$ cat src/rtl/fixed_point_div.sv
// Sequential signed Q16.16 restoring divider, one quotient bit per clock, saturating result and flags.
// Define FXDIV_ROUND_EN to compute one extra bit and round half away from zero.
module fixed_point_div (
  input  logic        clk,
  input  logic        rst,
  input  logic        in_valid,
  output logic        in_ready,
  input  logic [31:0] a,
  input  logic [31:0] b,
  output logic        out_valid,
  input  logic        out_ready,
  output logic [31:0] quotient,
  output logic        overflow,
  output logic        div_by_zero
);

`ifdef FXDIV_ROUND_EN
  localparam int unsigned N = 49;
`else
  localparam int unsigned N = 48;
`endif
  localparam logic [5:0] CNT_INIT = 6'(N - 1);

  typedef enum logic [1:0] {IDLE, CALC, FIX, DONE} state_t;

  state_t      state_q;
  logic        sign_q;
  logic [32:0] divisor_q;
  logic [32:0] rem_q;
  logic [47:0] dividend_q;
  logic [48:0] qmag_q;
  logic [5:0]  cnt_q;

  logic [32:0] a_ext, b_ext, abs_a, abs_b;
  logic [33:0] trial;
  logic        fits;
  logic [32:0] rem_d;
  logic [48:0] qmag_d;
  logic [48:0] mag;
  logic [48:0] limit;
  logic [31:0] fix_quot_d;
  logic        fix_ovf_d;

  assign in_ready  = (state_q == IDLE);
  assign out_valid = (state_q == DONE);

  always_comb begin
    a_ext = {a[31], a};
    b_ext = {b[31], b};
    abs_a = a[31] ? -a_ext : a_ext;
    abs_b = b[31] ? -b_ext : b_ext;

    // Remainder stays below |b| <= 2^31, so the shifted trial fits comfortably.
    trial  = {rem_q, dividend_q[47]};
    fits   = (trial >= {1'b0, divisor_q});
    rem_d  = fits ? 33'(trial - {1'b0, divisor_q}) : trial[32:0];
    qmag_d = {qmag_q[47:0], fits};

`ifdef FXDIV_ROUND_EN
    mag = {1'b0, qmag_q[48:1]} + {48'd0, qmag_q[0]};
`else
    mag = qmag_q;
`endif
    limit     = sign_q ? 49'h0_8000_0000 : 49'h0_7FFF_FFFF;
    fix_ovf_d = (mag > limit);
    if (fix_ovf_d) begin
      fix_quot_d = sign_q ? 32'h8000_0000 : 32'h7FFF_FFFF;
    end else begin
      fix_quot_d = sign_q ? -mag[31:0] : mag[31:0];
    end
  end

  always_ff @(posedge clk) begin
    if (rst) begin
      state_q     <= IDLE;
      sign_q      <= 1'b0;
      divisor_q   <= '0;
      rem_q       <= '0;
      dividend_q  <= '0;
      qmag_q      <= '0;
      cnt_q       <= '0;
      quotient    <= '0;
      overflow    <= 1'b0;
      div_by_zero <= 1'b0;
    end else begin
      case (state_q)
        IDLE: begin
          if (in_valid) begin
            sign_q     <= a[31] ^ b[31];
            divisor_q  <= abs_b;
            dividend_q <= 48'({abs_a, 16'h0000});
            rem_q      <= '0;
            qmag_q     <= '0;
            cnt_q      <= CNT_INIT;
            if (b == 32'd0) begin
              quotient    <= a[31] ? 32'h8000_0000 : 32'h7FFF_FFFF;
              overflow    <= 1'b0;
              div_by_zero <= 1'b1;
              state_q     <= DONE;
            end else begin
              state_q <= CALC;
            end
          end
        end
        CALC: begin
          rem_q      <= rem_d;
          qmag_q     <= qmag_d;
          dividend_q <= dividend_q << 1;
          cnt_q      <= cnt_q - 6'd1;
          if (cnt_q == 6'd0) begin
            state_q <= FIX;
          end
        end
        FIX: begin
          quotient    <= fix_quot_d;
          overflow    <= fix_ovf_d;
          div_by_zero <= 1'b0;
          state_q     <= DONE;
        end
        DONE: begin
          if (out_ready) begin
            state_q <= IDLE;
          end
        end
        default: state_q <= IDLE;
      endcase
    end
  end

endmodule

$ cat config.mk
export PLATFORM = sky130hd
export DESIGN_NAME = fixed_point_div
export DESIGN_NICKNAME = d
export VERILOG_FILES = /design/src/rtl/fixed_point_div.sv
export SDC_FILE = /design/constraint.sdc
export NUM_CORES = 1
export LEC_CHECK = 0
export CAP_MARGIN = 20
export CORE_MARGIN = 10
export CORE_UTILIZATION = 50
export CTS_CLUSTER_DIAMETER = 80
export DETAILED_ROUTE_END_ITERATION = 8
export PLACE_DENSITY = 0.72
export SYNTH_ARGS = -nofsm -noshare
export SYNTH_HDL_FRONTEND = slang
export SYNTH_SLANG_ARGS = --single-unit
export TNS_END_PERCENT = 50
$ cat constraint.sdc
create_clock -name clk -period 9.9 [get_ports clk]
set_input_delay 1.485 -clock clk [delete_from_list [all_inputs] [get_ports clk]]
set_output_delay 1.485 -clock clk [all_outputs]
set_load 0.01 [all_outputs]
==> results.md, run 1 <==
* Main combinational cell family by area after synthesis: compound AO/OA/AOI/OAI gates
* Critical path cell sequence: clkdlybuf4s50_1 > or4_1 > or4_1 > nand2b_1 > o31ai_4 > nand2_1 > nor2_2 > a22oi_2 > nand3_1
* Cell at the root of the clock tree: clkbuf_16
* Maximum VDD drop at 0.128 mV
* Met1 capacity usage during global routing at 0.258
* Cell family with most CP delay: simple AND/OR/NAND/NOR gates
* Weighted congestion reported at the end of routability-driven placement at 0.929
* Critical Setup Path Class: in -> reg
* Leakage Power at 0.00538 uW
* Met3 usage in global routing at 0.0389
* Data arrival time at the worst-slack endpoint at 4.97 ns
* Insertion delay to the later sink of the worst-skew pair at 0.45 ns
* Placed wire-length estimate after detailed placement at between 20000 and 25000 microns
* Basic-gate share of the synthesized area counting and, or, nand and nor cells at 0.205
* Final critical delay including setup and external delays at 4.58 ns
* Inserted Clock Buffers at 17
* DRC violations left at 0
* Compound-cell area share of the yosys netlist at 0.273
* Classification of the worst-slack hold path: reg -> reg
* Syn Std Cell Area at around 0.012 sq mm
* Total of warnings raised by yosys at 0
* Most numerous cell on the critical path: or4_1
* Max capacitance violation total at 0
* Slew margin rel. at 0.390
* Count of boundary I/O pins at 104
* XOR/XNOR share of the synthesized area at 0.0586
* I/O Buffers at 103
* Post-Route WL at 33500 microns
* Yosys reg bits at 190
* DIE HEIGHT at 177 microns
* Setup-violating endpoint count in the final report at 0
* Mean number of vias per cell at 5.99
* Worst R2R Start: sign_q
* Total power at 2920 uW
* Start point of the worst hold path: dividend_q[27]
* Total setup buffers inserted after CTS at 0
* Hold slack final at about 0.45 ns
* Number of hold buffers added after CTS at 0
* Share of post-route cells with drive strength above 1 at 0.0502
* Most frequent cells in the layout: 189 x dfxtp_1, 174 x nand2_1, 154 x nor2_1, 127 x a21oi_1, 114 x o21ai_0
* Sequential area share after synthesis at 0.310
* Nature of the critical path startpoint: input pin
* CP bufs+invs at 1
* Initial cell density of the core at 0.506
* Share of cell area taken by muxes after synthesis at 0.0232
* Post-cts sizing count at 0
* Slowest Stage Delay on Critical Path at 0.65 ns
* Maximum level of the CTS H-tree at 4
* Post-route fraction of the period consumed by the critical path at 0.462
* Largest fanout on the critical path at 13
* Syn Area/Cell at 7.76 sq um
* Core Rows at 57
* Number of different library cells in the post-synthesis netlist at 77
* Max stage delay cell, worst path: or4_1
* Worst clock skew on the final layout at 0.0105 ns
* Busiest layer in global routing: met2
* Power per Cell Area at 207 mW/mm^2
* CTS tree: yes
* Router iterations before antenna repair at 6
* Via count of the first global-routing pass at roughly 11000
* P&R area growth vs syn at 14.7%
* Most frequent standard cell in the layout excluding fill and tap cells: dfxtp_1
* Full die area at 0.0312 sq mm
* DR WL/cell at roughly 17 microns
* Setup slack of the worst register-to-register path at 5.57 ns
* Count of routing violations after the opening detailed-route iteration at 993
* Data required time of the critical path at 10.29 ns
* Tightest Pin Transition at 0.893 ns
* Number of nets with antenna violations after detailed routing at 0
* Result of the run: finished, final reports clean
* Post-Syn Instances at 1580
* Largest net degree at the start of global routing at 66
* Met2 demand-to-capacity share in global routing at 0.365
* Setup repair after global routing missed its margin: no
* Global-route wire length before repair at 54900 microns
* Clock slew at the register clock pins of the worst setup and hold paths at 0.07 ns
* Floorplan Core Area at ~0.024 sq mm
* Ys flop type: dfxtp_1
* F_max at 218 MHz
* Launching instance or port of the critical path: b[16]
* Number of enable-type register cells in the synthesized netlist at 0
* Endpoints failing hold at 0
* Dominant cells by area after synthesis: dfxtp_1 31%, ha_1 7.6%, nand2_1 5.3%
* Antenna diodes at 0
* Cell type with the largest total area after synthesis: dfxtp_1
* Share of the synthesized area in the top cell type at 0.310
* Number of antenna violations at the first check in global routing at 0
* Post-synthesis share of cell area spent on full adders, half adders and majority gates at 0.0772
* DIE WIDTH at 177 microns
* Overflow left after global routing at 0
* Total GRT Usage at 0.210
* Nets in the synthesized netlist at between 1500 and 2000
* Async set or reset register ratio after synthesis at 0
* CTS max path bufs at 2
* Final number of max-transition violations at 0
* Num Clock Sinks at 190
* Category of the worst setup path capture point: flip-flop
* Vias at 11715
* Total negative slack for setup checks at 0 ns
* NumNets Final at 1763
-- path summary, 6_finish.rpt --
| check | endpoint | depth (start not counted) |
|---|---|---|
| worst min register to register | dividend_q[27] | 2 |
| worst min-delay path | dividend_q[27] | 2 |
| worst max-delay path | quotient[10] | 9 |
| worst max register to register | quotient[29] | 12 |
-- logic make-up (layout without fill, tap and decap cells) --
| family | Yosys count | count (layout) |
|---|---|---|
| AO/OA/AOI/OAI | 511 | 511 |
| XOR/XNOR | 82 | 82 |
| adder cells (fa/ha/maj) | 75 | 75 |
| buffers and inverters | 161 | 214 |
| flip-flops | 190 | 190 |
| multiplexers | 28 | 28 |
| AND/OR/NAND/NOR | 533 | 533 |
-- tightest hold or removal path, cell delays in order (launching register included) --
cell and delay (ns):
dfxtp_1 0.31, nand2_1 0.05, a21oi_1 0.05
-- metrics by stage --
| stage | util | instances | instance area [sq um] | setup slack [ns] |
|---|---|---|---|---|
| 2_1_floorplan | - | 1580 | 12300 | 5.47 |
| 3_3_place_gp | 0.553 | 1923 | 13400 | 4.95 |
| 3_5_place_dp | 0.554 | 1924 | 13400 | 4.91 |
| 4_1_cts | 0.579 | 1956 | 14000 | 5.37 |
| 5_1_grt | 0.580 | 1957 | 14100 | 5.16 |
| 6_report | 0.580 | 1957 | 14100 | 5.32 |
-- report_power, final --
| group | switching (uW) | internal, uW |
|---|---|---|
| sequential | 58.2 | 864 |
| combinational | 816 | 451 |
| clock | 338 | 390 |
-- per-layer routing --
metal  up-vias  routed length (microns)
li1       5862                        -
met2       309                    16600
met5         -                        0
met3        47                     1660
met1      5497                    14500
met4         0                      718
-- area by class of cell --
type,count,area (sq um)
Tap cell,324,405
Fill cell,2280,10200
Multi-Input combinational cell,1229,7830
Inverter,62,233
Timing Repair Buffer,120,1180
Clock inverter,13,169
Sequential cell,190,3800
Clock buffer,19,443
-- cell usage after synthesis (all sizes together), types with 9 or more instances --
cell      n
nor4     16
nand3    37
a21oi   129
o211ai   16
dfxtp   190
clkbuf   76
nor2    156
o21ai   116
o31ai    22
or4      24
buf      22
ha       74
xnor2    25
o41ai    11
a32oi    12
inv      61
a31oi    12
nand4    14
nand2b   10
nor3     42
xor2     57
a22oi    59
mux2i    25
and3     10
a211oi   48
or3      14
a21o     19
and2      9
or2       9
nand2   174
-- flip-flops by register name (all words and copies together) (netlist names) --
register     count
divisor_q       33
quotient        32
rem_q           33
sign_q           1
state_q          2
cnt_q            6
overflow         1
mag             49
dividend_q      32
div_by_zero      1
No activity file was read; power rests on OpenSTA's default activity.
==> inputs of run 2 (changes only) <==
- PLACE_DENSITY: 0.72 -> 0.75
- clock period: 9.9 -> 4.09 ns (I/O delays scaled with it)
==> results.md, run 2 (synthesis results as in run 1) <==
* Number of antenna violations at the first check in global routing at 0 (unchanged)
* Slew margin rel. at 0.241 (-0.148)
* Critical path cell sequence: clkdlybuf4s50_1 > or4_1 > or4_1 > nand2b_1 > o31ai_4 > nand2_1 > nor2_2 > a22oi_2 > nand3_1
* DIE HEIGHT at 177 microns (unchanged)
* Classification of the worst-slack hold path: reg -> reg
* Data arrival time at the worst-slack endpoint at 3.99 ns (-0.98 ns)
* P&R area growth vs syn at 15.6%
* Register Area at 0.00380 sq mm (unchanged)
* Antenna diodes at 0 (unchanged)
* Total setup buffers inserted after CTS at 0 (unchanged)
* Slowest Stage Delay on Critical Path at 0.66 ns (about the same)
* Total negative slack for setup checks at 0 ns (unchanged)
* CTS tree: yes
* Post-Route WL at 33800 microns (+0.91%)
* Setup repair after global routing missed its margin: no
* Weighted congestion reported at the end of routability-driven placement at 0.933 (+0.40%)
* Cell at the root of the clock tree: clkbuf_16
* Endpoints failing hold at 0 (unchanged)
* Count of boundary I/O pins at 104 (unchanged)
* Mean number of vias per cell at 6.00 (+0.18%)
* Overflow left after global routing at 0 (unchanged)
* Worst Slack Setup Final at 0.492 ns (-4.83 ns)
* Num Clock Sinks at 190 (unchanged)
* Nature of the critical path startpoint: input pin
* DRC violations left at 0 (unchanged)
* Post-route core utilization at 0.584 (+0.00444)
* Largest register FFs at 49 (unchanged)
* Number of nets with antenna violations after detailed routing at 0 (unchanged)
* Category of the worst setup path capture point: flip-flop
* Clock slew at the register clock pins of the worst setup and hold paths at 0.08 ns (about the same)
* Maximum level of the CTS H-tree at 4 (unchanged)
* Most frequent standard cell in the layout excluding fill and tap cells: dfxtp_1
* Worst slack after detailed placement at 0.0488 ns (-4.86 ns)
* Global-route wire length before repair at 56000 microns (+2.0%)
* Result of the run: finished, final reports clean
* DIE WIDTH at 177 microns (unchanged)
* Full die area at 0.0312 sq mm (unchanged)
* Router iterations before antenna repair at 5 (-1)
* Number of hold buffers added after CTS at 0 (unchanged)
* Vias at 11850 (+1.2%)
* Leakage Power at 0.00547 uW (+1.5%)
* Post-route fraction of the period consumed by the critical path at 0.880
* Maximum VDD drop at 0.247 mV (+93%)
* Power per Cell Area at 502 mW/mm^2 (+140%)
* Most numerous cell on the critical path: or4_1
* Final number of max-transition violations at 0 (unchanged)
* Data required time of the critical path at 4.48 ns (-5.81 ns)
* Count of routing violations after the opening detailed-route iteration at 795 (-20%)
* Total GRT Usage at 0.212 (+0.00179)
* Floorplan Core Area at 0.0242 sq mm (unchanged)
* Filler Cell Count at 2249 (-1.4%)
* CP bufs+invs at 1 (unchanged)
* F_max at 278 MHz
* I/O Buffers at 103 (unchanged)
* NumNets Final at 1782 (+1.1%)
* Final critical delay including setup and external delays at 3.60 ns
* Post-cts sizing count at 0 (unchanged)
* Via count of the first global-routing pass at 11182 (+1.9%)
* Share of post-route cells with drive strength above 1 at 0.0617 (+0.0115)
* Max stage delay cell, worst path: or4_1
* Largest fanout on the critical path at 13 (unchanged)
* Setup-violating endpoint count in the final report at 0 (unchanged)
* Critical Setup Path Class: in -> reg
* Most frequent cells in the layout: 189 x dfxtp_1, 174 x nand2_1, 154 x nor2_1, 127 x a21oi_1, 114 x o21ai_0
* Cell family with most CP delay: simple AND/OR/NAND/NOR gates
* DR WL/cell at 17.1 microns (about the same)
* Insertion delay to the later sink of the worst-skew pair at 0.44 ns (about the same)
* Inserted Clock Buffers at 17 (unchanged)
* Placed wire-length estimate after detailed placement at 24000 microns (+1.0%)
* Core Rows at 57 (unchanged)
* Multi-input gate area at 0.00783 sq mm (unchanged)
* Largest net degree at the start of global routing at 80 (+21%)
* Initial cell density of the core at 0.506 (unchanged)
* Max capacitance violation total at 0 (unchanged)
* Tightest Pin Transition at 1.14 ns (+0.246 ns)
* CTS max path bufs at 2 (unchanged)
* Worst clock skew on the final layout at 0.0128 ns (+0.00238 ns)
==> run 2: per-stage QoR <==
stage	cells	hold slack (ns)	instance area (sq um)	total power [uW]
CTS	1976	0.456	14200	7090
floorplan	1580	0.430	12300	4570
global route	1976	0.477	14200	7560
global placement	1944	0.438	13600	5330
finish	1976	0.454	14200	7110
detailed placement	1944	0.444	13600	5400
==> run 2: report_power, final <==
group	switching [uW]	total, uW	internal [uW]
clock	809	1690	882
combinational	2010	3180	1160
sequential	155	2250	2090
total	2980	7110	4140
==> run 2: worst min-delay path: stages (launching register included) <==
cell,delay [ns]
dfxtp_1,0.31
nand2_1,0.05
a21oi_1,0.05
==> run 2: cell type report <==
type / instances / share of cell area
Clock buffer: 18 / 0.0310
Multi-Input combinational cell: 1229 / 0.552
Inverter: 62 / 0.0164
Sequential cell: 190 / 0.269
Tap cell: 324 / 0.0286
Clock inverter: 14 / 0.0105
Timing Repair Buffer: 139 / 0.0925
==> run 2: final timing paths <==
| check | end | slack, ns | cells past startpoint | from |
|---|---|---|---|---|
| worst max register to register | quotient[26] | 0.54 | 11 | sign_q |
| worst min-delay path | dividend_q[29] | 0.45 | 2 | dividend_q[29] |
| worst max-delay path | quotient[10] | 0.49 | 9 | b[16] |
| worst min register to register | dividend_q[29] | 0.45 | 2 | dividend_q[29] |
==> run 2: layer usage <==
layer  part of all wire  up-vias  track usage
met2               0.49      293        0.360
met4              0.021        0       0.0609
li1                   -     5899            -
met5                  0        -            0
met1               0.44     5608        0.266
met3              0.051       50       0.0434
==> inputs of run 3 (changes only) <==
- CAP_MARGIN: 20 -> unset
- PLACE_DENSITY: 0.75 -> 0.73
==> results.md, run 3 (synthesis results as in run 1) <==
* CTS max path bufs at 2 (unchanged)
* Max stage delay cell, worst path: or4_1
* Mean number of vias per cell at 6.00 (about the same)
* Router iterations before antenna repair at 6 (+1)
* NumNets Final at 1782 (unchanged)
* CP bufs+invs at 2 (+1)
* Overflow left after global routing at 0 (unchanged)
* Largest net degree at the start of global routing at 82 (+2.5%)
* Slowest Stage Delay on Critical Path at 0.57 ns (-0.09 ns)
* Max capacitance violation total at 0 (unchanged)
* Post-layout instance count excluding filler cells at 1976 (unchanged)
* Count of routing violations after the opening detailed-route iteration at 800 (+0.63%)
* Post-cts sizing count at 0 (unchanged)
* Total GRT Usage at 0.211 (-0.00115)
* Total setup buffers inserted after CTS at 0 (unchanged)
* Worst clock skew on the final layout at 0.0155 ns (+0.00267 ns)
* Post-Route WL at 33800 microns (-0.18%)
* Count of boundary I/O pins at 104 (unchanged)
* Result of the run: finished, final reports clean
* Slew margin rel. at 0.262 (+0.0212)
* Global-route wire length before repair at 55600 microns (-0.75%)
* Number of hold buffers added after CTS at 0 (unchanged)
* Number of antenna violations at the first check in global routing at 1 (+1)
* Most numerous cell on the critical path: or4_1
* Largest register FFs at 49 (unchanged)
* Post-route fraction of the period consumed by the critical path at 0.871 (-0.00862)
* Category of the worst setup path capture point: flip-flop
* Floorplan Core Area at 0.0242 sq mm (unchanged)
* CTS tree: yes
* Inserted Clock Buffers at 17 (unchanged)
* Maximum VDD drop at 0.305 mV (+24%)
* DIE HEIGHT at 177 microns (unchanged)
* Leakage Power at 0.00544 uW (-0.60%)
* Most frequent cells in the layout: 189 x dfxtp_1, 174 x nand2_1, 154 x nor2_1, 127 x a21oi_1, 114 x o21ai_0
* Data arrival time at the worst-slack endpoint at 3.84 ns (-0.15 ns)
* DR WL/cell at 17.1 microns (-0.18%)
* Clock slew at the register clock pins of the worst setup and hold paths at 0.07 ns (about the same)
* Power per Cell Area at 493 mW/mm^2 (-1.7%)
* Classification of the worst-slack hold path: reg -> reg
* Setup repair after global routing missed its margin: no
* Final number of max-transition violations at 0 (unchanged)
* Tightest Pin Transition at 1.11 ns (-0.0318 ns)
* Endpoints failing hold at 0 (unchanged)
* P&R area growth vs syn at 15.1%
* Maximum level of the CTS H-tree at 4 (unchanged)
* Full die area at 0.0312 sq mm (unchanged)
* Num Clock Sinks at 190 (unchanged)
* Setup-violating endpoint count in the final report at 0 (unchanged)
* DP Cell Count at 1944 (unchanged)
* Weighted congestion reported at the end of routability-driven placement at 0.895 (-4.0%)
* Cell family with most CP delay: simple AND/OR/NAND/NOR gates
* Placed instance area at 0.0136 sq mm (unchanged)
* Total negative slack for setup checks at 0 ns (unchanged)
* Insertion delay to the later sink of the worst-skew pair at 0.44 ns (about the same)
* I/O Buffers at 103 (unchanged)
* Via count of the first global-routing pass at 11087 (-0.85%)
* Antenna diodes at 0 (unchanged)
* Share of post-route cells with drive strength above 1 at 0.0605 (-0.00121)
* Post-route core utilization at 0.582 (-0.00217)
* Nature of the critical path startpoint: flip-flop
* Vias at 11860 (+0.084%)
* DRC violations left at 0 (unchanged)
* Final critical delay including setup and external delays at 3.56 ns (-0.0353 ns)
* Critical Setup Path Class: reg -> reg
* Placed wire-length estimate after detailed placement at 24000 microns (about the same)
* Finished Cell Area at 0.0141 sq mm (-0.37%)
* DIE WIDTH at 177 microns (unchanged)
* Core Rows at 57 (unchanged)
* Worst slack after detailed placement at 0.136 ns (+0.0876 ns)
* Cell at the root of the clock tree: clkbuf_16
* Number of nets with antenna violations after detailed routing at 0 (unchanged)
* Data required time of the critical path at 4.36 ns (-0.12 ns)
* Worst Slack Setup Final at 0.527 ns (+0.0353 ns)
* Largest fanout on the critical path at 42 (+29)
* Critical path cell sequence: buf_4 > ha_1 > nand4_1 > or4_1 > or4_1 > nor3_2 > a31oi_4 > buf_12 > mux2_2 > o221ai_1 > a211oi_1
* F_max at 281 MHz (+0.99%)
* Initial cell density of the core at 0.506 (unchanged)
* Most frequent standard cell in the layout excluding fill and tap cells: dfxtp_1
==> run 3: changes by cell type in the layout (fill, tap and decap cells not counted) <==
| cell | change |
|---|---|
| clkinv_2 | +2 |
| inv_8 | -3 |
| clkinv_4 | -2 |
| clkinvlp_4 | +1 |
| clkbuf_8 | -1 |
| bufinv_16 | -1 |
| inv_6 | +2 |
| clkbuf_1 | +2 |
==> run 3: worst min-delay path: cells and delay by family, from the launching register on <==
kind	cells	cell delay [ns]
AOI/OAI and AO/OA	1	0.05
DFF	1	0.31
and+or+nand+nor	1	0.05
==> run 3: power by group <==
group	leakage, uW	total (uW)	switching [uW]	internal, uW
clock	0.000254	1570	779	791
sequential	0.00154	2240	151	2090
combinational	0.00364	3150	2010	1140
total	0.00544	6960	2940	4020
==> run 3: final timing paths <==
path	cells past startpoint	end	from	slack, ns
worst min register to register	2	dividend_q[28]	dividend_q[28]	0.45
worst max-delay path	11	quotient[27]	sign_q	0.53
worst min-delay path	2	dividend_q[28]	dividend_q[28]	0.45
worst max register to register	11	quotient[27]	sign_q	0.53
==> run 3: final cells by class <==
class                      instances  area (sq um)
inverter                          62           233
timing repair buffer             139          1310
multi-input combinational       1229          7830
clock inverter                    13           103
tap                              324           405
sequential                       190          3800
fill                            2295         10100
clock buffer                      19           433
==> run 3: metrics by stage <==
step	hold WS, ns	total power, uW
after detailed placement	0.445	5380
after global placement	0.439	5320
after floorplan	0.430	4570
after CTS	0.455	6970
final	0.454	6960
after global routing	0.475	7440
==> run 3: metal layers <==
metal,vias up,track usage,wire [microns]
li1,5892,-,-
met1,5613,0.264,14800
met2,313,0.361,16400
met3,42,0.0423,1900
met4,0,0.0553,683
met5,-,0,0
